==> src/rtl/vga_timing_pkg.sv <==
// -----------------------------------------------------------------------------
// vga_timing_pkg
//
// Shared constants and helpers for the 640x480 @ 60 Hz raster.
//
// Contents:
//   - Horizontal and vertical timing constants. These are counter positions,
//     with the sync pulse placed at the start of each line and each frame.
//   - vga_decode_t / vga_decode(): the sync and visible-area decode for one
//     (h, v) position.
//   - 12-bit colour constants (4 bits per channel) shared with the renderers.
// -----------------------------------------------------------------------------
package vga_timing_pkg;

  // Horizontal timing, in pixels.
  localparam logic [9:0] H_TOTAL      = 10'd800;
  localparam logic [9:0] H_SYNC_W     = 10'd96;
  localparam logic [9:0] H_DISP_START = 10'd144;
  localparam logic [9:0] H_DISP_END   = 10'd783;

  // Vertical timing, in lines.
  localparam logic [9:0] V_TOTAL      = 10'd525;
  localparam logic [9:0] V_SYNC_W     = 10'd2;
  localparam logic [9:0] V_DISP_START = 10'd35;
  localparam logic [9:0] V_DISP_END   = 10'd514;

  // Colours as {red, green, blue}, 4 bits per channel.
  typedef logic [11:0] rgb12_t;
  localparam rgb12_t COLOR_BLACK  = 12'h000;
  localparam rgb12_t COLOR_WHITE  = 12'hFFF;
  localparam rgb12_t COLOR_RED    = 12'hF00;
  localparam rgb12_t COLOR_GREEN  = 12'h0F0;
  localparam rgb12_t COLOR_BLUE   = 12'h00F;
  localparam rgb12_t COLOR_YELLOW = 12'hFF0;

  // Decoded raster outputs for a single scan position.
  typedef struct packed {
    logic h_sync;  // active low
    logic v_sync;  // active low
    logic bright;  // inside the visible window
  } vga_decode_t;

  // Both sync pulses sit at the start of their period, so (0,0) lies inside
  // both of them.
  function automatic vga_decode_t vga_decode(input logic [9:0] h,
                                             input logic [9:0] v);
    vga_decode_t d;
    d.h_sync = (h >= H_SYNC_W);
    d.v_sync = (v >= V_SYNC_W);
    d.bright = (h >= H_DISP_START) && (h <= H_DISP_END) &&
               (v >= V_DISP_START) && (v <= V_DISP_END);
    return d;
  endfunction

endpackage

==> src/rtl/clk_enable_div.sv <==
// -----------------------------------------------------------------------------
// clk_enable_div
//
// Generates a one-clk enable pulse every CLK_DIV clocks. This is used in place
// of a divided clock, so all logic stays in the clk domain.
//
// Parameters:
//   CLK_DIV  clocks per enable pulse, 1..16. With CLK_DIV=1 the enable stays
//            high continuously from the first clk after reset.
//
// Ports:
//   clk  in   clock
//   rst  in   asynchronous, active-high reset
//   en   out  registered enable, high for one clk when the count is CLK_DIV-1
//
// The first enable occurs CLK_DIV clks after reset is released.
// -----------------------------------------------------------------------------
module clk_enable_div #(
  parameter int CLK_DIV = 4
) (
  input  logic clk,
  input  logic rst,
  output logic en
);

  localparam int CW = (CLK_DIV > 1) ? $clog2(CLK_DIV) : 1;
  localparam logic [CW-1:0] LAST = CW'(CLK_DIV - 1);

  logic [CW-1:0] cnt;

  // NOTE: clocked state uses non-blocking (<=) assignments only. Every flop
  // then samples values from before the edge, whatever order the blocks run in.
  always_ff @(posedge clk or posedge rst) begin
    if (rst) begin
      cnt <= '0;
      en  <= 1'b0;
    end else begin
      en <= (cnt == LAST);
      if (cnt == LAST) cnt <= '0;
      else             cnt <= cnt + CW'(1);
    end
  end

endmodule

==> src/rtl/vga_timing_gen.sv <==
// -----------------------------------------------------------------------------
// vga_timing_gen
//
// Raster timing for 640x480 @ 60 Hz, driven from the board clock. It uses a
// pixel clock-enable and has no second clock domain. It also generates the
// slow game clock from frame boundaries.
//
// Parameters:
//   CLK_DIV          board clocks per pixel, 1..16 (4: 100 MHz -> 25 MHz)
//   FRAMES_PER_HALF  frames per half-period of game_clk, 1..255
//
// Ports:
//   clk         in   board clock
//   rst         in   asynchronous, active-high reset
//   hCount      out  horizontal pixel counter, 0..799
//   vCount      out  vertical line counter, 0..524
//   bright      out  high inside the visible 640x480 window
//   hSync       out  horizontal sync, active low (hCount < 96)
//   vSync       out  vertical sync, active low (vCount < 2)
//   pix_en      out  one-clk pulse per pixel advance
//   frame_tick  out  one-clk pulse when the scan wraps back to (0,0)
//   game_clk    out  registered square wave; toggles only with frame_tick
//   frame_count out  (only with VGA_FRAME_COUNT_EN) 16-bit frame counter
//
// Optional feature: define VGA_FRAME_COUNT_EN to add frame_count. It counts
// frame_ticks and wraps 65535 -> 0, for debug readout on the seven-segment
// displays.
//
// The sync/bright decodes are registered from the next-state counter values,
// so they line up with hCount/vCount with zero latency.
// -----------------------------------------------------------------------------
module vga_timing_gen
  import vga_timing_pkg::*;
#(
  parameter int CLK_DIV         = 4,
  parameter int FRAMES_PER_HALF = 1
) (
  input  logic        clk,
  input  logic        rst,
  output logic [9:0]  hCount,
  output logic [9:0]  vCount,
  output logic        bright,
  output logic        hSync,
  output logic        vSync,
  output logic        pix_en,
  output logic        frame_tick,
  output logic        game_clk
`ifdef VGA_FRAME_COUNT_EN
  ,
  output logic [15:0] frame_count
`endif
);

  localparam logic [9:0] H_LAST = H_TOTAL - 10'd1;
  localparam logic [9:0] V_LAST = V_TOTAL - 10'd1;
  localparam logic [7:0] HALF_LAST = 8'(FRAMES_PER_HALF - 1);

  logic [9:0]  h_cnt, v_cnt;
  logic [9:0]  h_nxt, v_nxt;
  logic        frame_wrap;
  logic [7:0]  half_cnt;
  vga_decode_t dec_nxt;

  // ---------------------------------------------------------------------------
  // Pixel enable
  // ---------------------------------------------------------------------------
  clk_enable_div #(
    .CLK_DIV (CLK_DIV)
  ) u_pix_div (
    .clk (clk),
    .rst (rst),
    .en  (pix_en)
  );

  // ---------------------------------------------------------------------------
  // Next-state counters. When a line wrap and a frame wrap happen on the same
  // pix_en, both are handled together, so (0,525) never appears.
  // ---------------------------------------------------------------------------
  // NOTE: every output of an always_comb gets a default first. If any branch
  // left one unassigned, synthesis would infer a latch to hold its old value.
  always_comb begin
    h_nxt      = h_cnt;
    v_nxt      = v_cnt;
    frame_wrap = 1'b0;
    if (pix_en) begin
      if (h_cnt == H_LAST) begin
        h_nxt = '0;
        if (v_cnt == V_LAST) begin
          v_nxt      = '0;
          frame_wrap = 1'b1;
        end else begin
          v_nxt = v_cnt + 10'd1;
        end
      end else begin
        h_nxt = h_cnt + 10'd1;
      end
    end
  end

  assign dec_nxt = vga_decode(h_nxt, v_nxt);

  // ---------------------------------------------------------------------------
  // Counters and registered decodes
  // ---------------------------------------------------------------------------
  always_ff @(posedge clk or posedge rst) begin
    if (rst) begin
      h_cnt      <= '0;
      v_cnt      <= '0;
      hSync      <= 1'b0;
      vSync      <= 1'b0;
      bright     <= 1'b0;
      frame_tick <= 1'b0;
    end else begin
      h_cnt      <= h_nxt;
      v_cnt      <= v_nxt;
      hSync      <= dec_nxt.h_sync;
      vSync      <= dec_nxt.v_sync;
      bright     <= dec_nxt.bright;
      frame_tick <= frame_wrap;
    end
  end

  assign hCount = h_cnt;
  assign vCount = v_cnt;

  // ---------------------------------------------------------------------------
  // Game clock: this logic is keyed off frame_wrap, which is the same edge
  // that raises frame_tick. Each game_clk edge therefore coincides with a
  // frame_tick.
  // ---------------------------------------------------------------------------
  always_ff @(posedge clk or posedge rst) begin
    if (rst) begin
      half_cnt <= '0;
      game_clk <= 1'b0;
    end else if (frame_wrap) begin
      if (half_cnt == HALF_LAST) begin
        half_cnt <= '0;
        game_clk <= ~game_clk;
      end else begin
        half_cnt <= half_cnt + 8'd1;
      end
    end
  end

`ifdef VGA_FRAME_COUNT_EN
  // Debug frame counter; wraps naturally at 16 bits.
  always_ff @(posedge clk or posedge rst) begin
    if (rst)             frame_count <= '0;
    else if (frame_wrap) frame_count <= frame_count + 16'd1;
  end
`endif

endmodule

==> config.mk <==
export PLATFORM = sky130hd
export DESIGN_NAME = vga_timing_gen
export DESIGN_NICKNAME = d
export VERILOG_FILES = /design/src/rtl/vga_timing_pkg.sv /design/src/rtl/clk_enable_div.sv /design/src/rtl/vga_timing_gen.sv
export SDC_FILE = /design/constraint.sdc
export NUM_CORES = 1
export LEC_CHECK = 0
export ABC_AREA = 1
export CORE_MARGIN = 3
export CORE_UTILIZATION = 40
export DETAILED_ROUTE_END_ITERATION = 8
export HOLD_SLACK_MARGIN = 0.08
export SLEW_MARGIN = 20
export SYNTH_ARGS = -nofsm -noshare
export SYNTH_HDL_FRONTEND = slang
export SYNTH_HIERARCHICAL = 1
export SYNTH_SLANG_ARGS = --single-unit
==> constraint.sdc <==
create_clock -name clk -period 3.1 [get_ports clk]
set_input_delay 0.62 -clock clk [delete_from_list [all_inputs] [get_ports clk]]
set_output_delay 0.62 -clock clk [all_outputs]
set_load 0.005 [all_outputs]
== Word level (Yosys, flattened, before mapping) ==
Index checks and enable logic that the tools add are counted.

* Bits in registers: 36
* Output and inout port bits: 26
* Word-level logic and storage cells: 39
* Input port bits: 2

* Equal/unequal tests: 3
* Reductions and logical operators: 5
* Add/sub/neg operators: 4
* Multiplexer cells: 10
* Order comparisons: 6
* Bitwise logic cells: 1

{| class="wikitable"
|+ Operator list
! kind !! number
|-
| 10-bit two-way mux || 5
|-
| 10-bit by 1-bit adder with 10-bit output (second input constant) || 2
|-
| 10-bit == test (second input constant) || 2
|-
| 10-bit less-or-equal comparator (second input constant) || 2
|-
| 10-bit by 2-bit greater-or-equal comparator with 1-bit output (second input constant) || 1
|-
| 10-bit by 6-bit greater-or-equal comparator with 1-bit output (second input constant) || 1
|-
| 10-bit by 7-bit greater-or-equal comparator with 1-bit output (second input constant) || 1
|-
| 10-bit by 8-bit greater-or-equal comparator with 1-bit output (second input constant) || 1
|-
| 8-bit by 1-bit adder with 8-bit output (second input constant) || 1
|-
| 8-bit zero test || 1
|-
| 8-bit two-way mux || 1
|-
| 1-bit logical AND || 3
|-
| 1-bit two-way mux || 3
|-
| 2-bit by 1-bit adder with 2-bit output (second input constant) || 1
|-
| 2-bit == test (second input constant) || 1
|-
| 2-bit two-way mux || 1
|-
| 2-bit AND reduction || 1
|-
| 1-bit NOT || 1
|}

== Logic depth before layout (Yosys ltp) ==
Gate-level depths: netlist of run 1.

* Word-level depth: 7
* Depth in mapped cells: 15
* Depth with buffers taken out: 15

== Hierarchy ==
Netlist of run 1, hierarchy kept.

{| class="wikitable"
|+ By module, submodules not included
! module !! cells an instance !! instances !! seq. area each (um2) !! area an instance (um2)
|-
| vga_timing_gen || 263 || 1 || 825.8 || 1,960.6
|-
| clk_enable_div || 6 || 1 || 75.1 || 95.1
|}

== Least setup slack after synthesis of run 1 ==
OpenSTA, ideal clock, no wires.

* Path type: register -> register
* Start: register h_cnt[0] (netlist: hCount[0])
* End: register bright
* Setup time: 117 ps
* Data arrival time: 1,572 ps
* Path buffers: 0
* Period minus slack after synthesis: 1,689 ps
* Cell stages (with the launch flop): 13
* Data required time: 2,983 ps
* Path slack: 1,411 ps
* Cells stage by stage: dfrtp_1 ha_1 nand2_1 inv_1 nand3_4 nor2_8 nand2_1 nand3_1 nand3_1 nor2_1 nand2_1 nand2_1 nor2_1

{| class="wikitable"
|+ RTL lines
! element !! line !! RTL
|-
| start: declaration || vga_timing_gen.sv:58 || <nowiki>logic [9:0] h_cnt, v_cnt;</nowiki>
|-
| start signal: assignment || vga_timing_gen.sv:114 || <nowiki>h_cnt <= h_nxt;</nowiki>
|-
| end signal: assignment || vga_timing_gen.sv:118 || <nowiki>bright <= dec_nxt.bright;</nowiki>
|-
| end: declaration || vga_timing_gen.sv:42 || <nowiki>output logic bright,</nowiki>
|}

== Worst setup path in the final report of run 1 ==
* Start: register u_pix_div.en
* End: output pix_en

{| class="wikitable"
|+ RTL lines
! element !! line !! RTL
|-
| start: declaration || clk_enable_div.sv:23 || <nowiki>output logic en</nowiki>
|-
| start signal: assignment || clk_enable_div.sv:38 || <nowiki>en <= (cnt == LAST);</nowiki>
|-
| end: declaration || vga_timing_gen.sv:45 || <nowiki>output logic pix_en,</nowiki>
|}

No word-level cell between the ends.

==> results of run 1 <==
per-stage QoR:
stage | power, uW | util, %
floorplan | 486 | -
global placement | 491 | 49.8
detailed placement | 491 | 49.8
CTS | 804 | 51.4
global route | 829 | 51.4
finish | 792 | 51.4
synthesized netlist by cell type (all sizes together):
library cell,n,share of area [%]
nand3,26,7.4
dfrtp,36,44
ha,6,3.7
xor2,7,3.0
nor3,8,2.4
clkbuf,1,0.18
nor2,39,9.1
buf,1,0.24
nand3b,1,0.37
nand2,67,13
inv,50,9.1
a21oi,2,0.49
o21ai,11,2.7
o21bai,1,0.37
xnor2,1,0.43
clkinv,1,0.18
nand4,9,2.7
nor4b,2,1.2
registers in the layout (all words and copies together), names as in the netlist:
register / flops
bright: 1
frame_tick: 1
game_clk: 1
hCount: 10
hSync: 1
half_cnt: 8
u_pix_div/cnt: 2
u_pix_div/en: 1
vCount: 10
vSync: 1
layout make-up:
class,instances,area share [%]
Timing Repair Buffer,29,11.4
Inverter,51,7.68
Multi-Input combinational cell,180,38.3
Clock buffer,6,2.91
Sequential cell,36,36.1
Clock inverter,1,0.201
Tap cell,67,3.36
final timing paths:
path | slack (ns) | depth (start not counted) | end | start
setup / recovery | 1.08 | 2 | pix_en | u_pix_div/en$_DFF_PP0_
hold / removal | 0.44 | 1 | u_pix_div/cnt[0]$_DFF_PP0_ | u_pix_div/cnt[0]$_DFF_PP0_
setup reg to reg | 1.10 | 13 | bright$_DFF_PP0_ | hCount[0]$_DFF_PP0_
hold reg to reg | 0.44 | 1 | u_pix_div/cnt[0]$_DFF_PP0_ | u_pix_div/cnt[0]$_DFF_PP0_
max in group asynchronous | 1.72 | 3 | vCount[5]$_DFF_PP0_ | rst
min in group asynchronous | 0.52 | 2 | u_pix_div/cnt[0]$_DFF_PP0_ | rst
where the power goes:
part	internal, uW	leakage (uW)	switching (uW)
Combinational	2.09	0.000754	9.61
Sequential	469	0.000489	0
Clock	153	0.0000410	158
critical path, stage by stage (launching register included):
cell and delay [ns]:
dfrtp_1 0.34, buf_4 0.24, clkdlybuf4s50_1 0.54
logic make-up (layout without fill, tap and decap cells):
family,count (synthesis),count (layout),share of synthesized area [%]
simple gates,152,152,35.8
buf+inv,53,87,9.74
flops,36,36,43.8
compound gates,14,14,3.53
xor+xnor,8,8,3.41
fa+ha+maj,6,6,3.65
per-layer routing:
metal  wire length (um)  track usage, %
met2               1950            26.2
met1               2090            21.0
met5                  0               0
met4                 87            5.69
met3                219            4.18
==> results.md, run 1 <==
- Clk_lat worst skew: 0.28 ns
- Vias in the first global route: 1,704
- Startpoint Class: register
- DR pass1 iterations: 4
- Fin cells: 370
- Core Region: 4850 um^2
- HP Class: register to register
- Final instance area: 2490 um^2
- Gr usage total: 16.2%
- Post-route DRC: 0
- Post-synthesis average cell area: 7.64 um^2
- Initial antenna violation count: 0
- Clock Skew: 0.00609 ns
- Post-route clock period utilization: 65.3%
- Sequential Area: 901 um^2
- Post-Place Cells: 363
- Yosys reg bits: 36
- Post-DP HPWL: 3320 um
- Endpoints failing setup: 0
- CTS tree: built
- Cts repair resizes: 0
- Cts hold-fix bufs: 0
- Synthesis-to-layout area growth: 21.3%
- First-pass GRT wire length: 7790 um
- Post-layout minimum cycle time: 2.02 ns
- Setup TNS: 0 ns
- Hold_ws: 0.435 ns
- Drt via density: 4.75
- Worst EP required: 2.48 ns
- Diode count: 0
- Hold Vio Cnt, Final: 0
- Max-slew violation count: 0
- H-tree levels: 2
- Num rows: 25
- Fill cells: 483
- Die Area: 6040 um^2
- Fin nets: 311
- Final WS setup: 1.08 ns
- CTS buffer count: 5
- Horiz. Die Dim: 77.7 um
- Drt total wl: 4340 um
- IO Count: 28
- Max Clock Freq: 494 MHz
- Post-CTS Setup Inserts: 0
- Relative slew slack: 65.7%
- YS warnings: 6
- Number of I/O port buffers: 27
- Syn_nets: 277
- GR Overflow Total: 0
- Tightest Pin Transition: 0.513 ns
- Placed Area: 2420 um^2
- Reg clk slew, reported paths: 0.07 ns
- Drt initial violations: 123
- RSZ-0062 raised after global routing: no
- Setup crit end kind: output port
- Gate Count Post-Synth: 269
- Initial Utilization: 42.4%
- Max VDD drop: 211 uV
- Most frequent cells in the layout: 64 x nand2_1, 48 x inv_1, 36 x dfrtp_1
- Setup WS pre-CTS: 1.10 ns
- Routed via count: 1,756
- Crit-path max FO: 20
- PwrDens: 318 nW/um^2
- Status: finished clean
- Mapped cell area: 2060 um^2
- Final GP Congestion: 0.864
- Worst setup path class: register to output port
- Area occupied by multi-input gates: 955 um^2
- Seq/Total Area, Yosys: 43.8%
- # clock sinks: 36
- Antenna viol nets, final: 0
- Routed WL per cell: 11.7 um
- Longest Clk Path Bufs: 2
- Critical Path AT: 1.40 ns
- Die Ht: 77.7 um
- Share of cells above drive strength 1: 7.92%
- Largest net degree at the start of global routing: 22
- Max-cap violations: 0
- Most common cell after layout, fill and taps aside: nand2_1
- Yosys cell types: 28
- CTS root buf: clkbuf_8
- LEAKAGE: 0.00128 uW
Power figures use the tool's default switching activity.
==> inputs of run 2 (changes only) <==
- clock period: 3.1 -> 1.7 ns (I/O delays scaled with it)
==> results.md, run 2 (synthesis gave the netlist of run 1 again) <==
- Drt total wl: 5210 um
- Clock Skew: 0.00640 ns
- Initial Utilization: 42.4%
- Area occupied by multi-input gates: 1130 um^2
- CTS buffer count: 5
- Fin nets: 377
- Failing checks: setup timing
- Critical Path AT: 2.03 ns
- Final WS setup: -0.109 ns
- Sequential Area: 905 um^2
- Diode count: 0
- Status: complete, but fails checks
- FF-to-FF End: bright$_DFF_PP0_
- Hold_ws: 0.248 ns
- Reg2Reg Depth: 14
- Initial antenna violation count: 0
- Clk_lat worst skew: 0.29 ns
- Antenna viol nets, final: 0
- Tightest Pin Transition: 0.275 ns
- Drt via density: 4.67
- DR pass1 iterations: 4
- Routed via count: 2,039
- RSZ-0062 raised after global routing: yes
- Largest stage delay, worst path: 0.41 ns
- First-pass GRT wire length: 8720 um
- Max VDD drop: 338 uV
- Endpoints failing setup: 7
- Synthesis-to-layout area growth: 59.9%
- H-tree levels: 2
- Post-DP HPWL: 3650 um
- Vias in the first global route: 1,938
- Max Clock Freq: 553 MHz
- Max-slew violation count: 0
- # clock sinks: 36
- Crit path launch: hCount[0]$_DFF_PP0_
- Hold Vio Cnt, Final: 0
- Reg clk slew, reported paths: 0.07 ns
- Routed WL per cell: 11.9 um
- Drt initial violations: 80
- Setup crit end kind: register
- Relative slew slack: 81.4%
- Number of I/O port buffers: 27
- GR Overflow Total: 0
- Cts hold-fix bufs: 0
- CTS root buf: clkbuf_8
- Largest net degree at the start of global routing: 34
- Worst setup path class: register to register
- Post-layout minimum cycle time: 1.81 ns
- Most frequent cells in the layout: 57 x nand2_1, 54 x buf_4, 44 x inv_1
- Longest Clk Path Bufs: 2
- Die Area: 6040 um^2
- Critical R2R Launch: hCount[0]$_DFF_PP0_
- R2r setup slk: -0.11 ns
- Post-route clock period utilization: 106%
- Final instance area: 3290 um^2
- IO Count: 28
- Final GP Congestion: 0.865
- Slowest cell on the critical path: dfrtp_1
- Horiz. Die Dim: 77.7 um
- Post-route DRC: 0
- Startpoint Class: register
- Worst path cell trace: ha_4 > nand2_4 > inv_6 > nand3_4 > nor2_4 > buf_4 > buf_4 > nor2_1 > nand2_1 > nand2_1 > nor2_1 > nor2_1 > nand2_1 > nor2_1
- Die Ht: 77.7 um
- Share of cells above drive strength 1: 34.3%
- Crit-path max FO: 5
- Fill cells: 396
- LEAKAGE: 0.00175 uW
- HP Class: input pin to asynchronous set/reset pin
- Core Region: 4850 um^2
- Placed Area: 2860 um^2
- Gr usage total: 18.1%
- PwrDens: 518 nW/um^2
- End of the critical path: bright$_DFF_PP0_
- CTS tree: built
- Most common cell after layout, fill and taps aside: nand2_1
- Most used cell, CP: nor2_1
- Max-cap violations: 0
- Num rows: 25
- Worst EP required: 1.92 ns
-- run 2: cell count changes in the layout (fill, tap and decap cells not counted), moves of 4 or more --
cell	previous run	this run
o21ai_0	10	4
nand2_2	3	7
nor2_2	1	8
inv_1	48	44
nand2_1	64	57
nor2_1	34	23
buf_6	0	11
o21ai_1	1	7
nor2_4	3	8
buf_4	2	54
-- run 2: where the power goes --
part           internal [uW]  total (uW)  switching, uW  leakage (uW)
Clock                    518         821            304     0.0000645
Sequential               856         856              0      0.000484
Combinational           7.10        24.7           17.6       0.00120
-- run 2: worst min path at each step --
stage | to | slack, ns | startpoint | cells past startpoint
finish | u_pix_div/cnt[0]$_DFF_PP0_ | 0.25 | rst | 2
global route | u_pix_div/en$_DFF_PP0_ | 0.26 | rst | 2
CTS | u_pix_div/en$_DFF_PP0_ | 0.24 | rst | 2
detailed placement | u_pix_div/cnt[0]$_DFF_PP0_ | 0.42 | u_pix_div/cnt[0]$_DFF_PP0_ | 1
global placement | u_pix_div/cnt[0]$_DFF_PP0_ | 0.41 | u_pix_div/cnt[0]$_DFF_PP0_ | 1
floorplan | u_pix_div/cnt[0]$_DFF_PP0_ | 0.09 | rst | 1
-- run 2: cell type report --
class / count / share of cell area (%)
well taps: 67 / 2.55
clock buffers: 7 / 2.93
inverters: 51 / 6.13
flip-flops and latches: 36 / 27.5
repair buffers: 94 / 25.6
multi-input cells: 181 / 34.3
clock inverters: 1 / 0.914
-- run 2: stage by stage --
stage / util (%) / setup slack (ns) / power [uW] / TNS (ns) / std cells
2_1_floorplan: - / 0.0111 / 885 / 0 / 269
3_3_place_gp: 59.0 / -0.146 / 899 / -0.399 / 419
5_1_grt: 67.8 / -0.248 / 1770 / -1.46 / 437
6_report: 67.8 / -0.109 / 1700 / -0.360 / 437
3_5_place_dp: 59.0 / -0.194 / 899 / -0.641 / 419
4_1_cts: 64.4 / -0.0806 / 1720 / -0.159 / 432
-- run 2: timing repair --
| item | in CTS | in global routing |
|---|---|---|
| gates resized for setup | 28 | 41 |
| buffers inserted | 4 | 6 |
| pin swaps | 18 | 15 |
| gates cloned | 1 | 0 |
| endpoints found under the setup margin | 12 | 21 |
-- run 2: worst max-delay path: cells and delay by family, from the launching register on --
kind          cells  cell delay, ns
simple gates     10            0.85
flops             1            0.41
buf+inv           3            0.30
fa+ha+maj         1            0.18
-- run 2: per-layer routing --
metal | vias to the layer above | routed length, um | global-route usage [%]
li1 | 1046 | - | -
met2 | 39 | 2470 | 28.9
met5 | - | 0 | 0
met3 | 8 | 161 | 3.60
met4 | 0 | 72 | 5.87
met1 | 946 | 2510 | 24.7
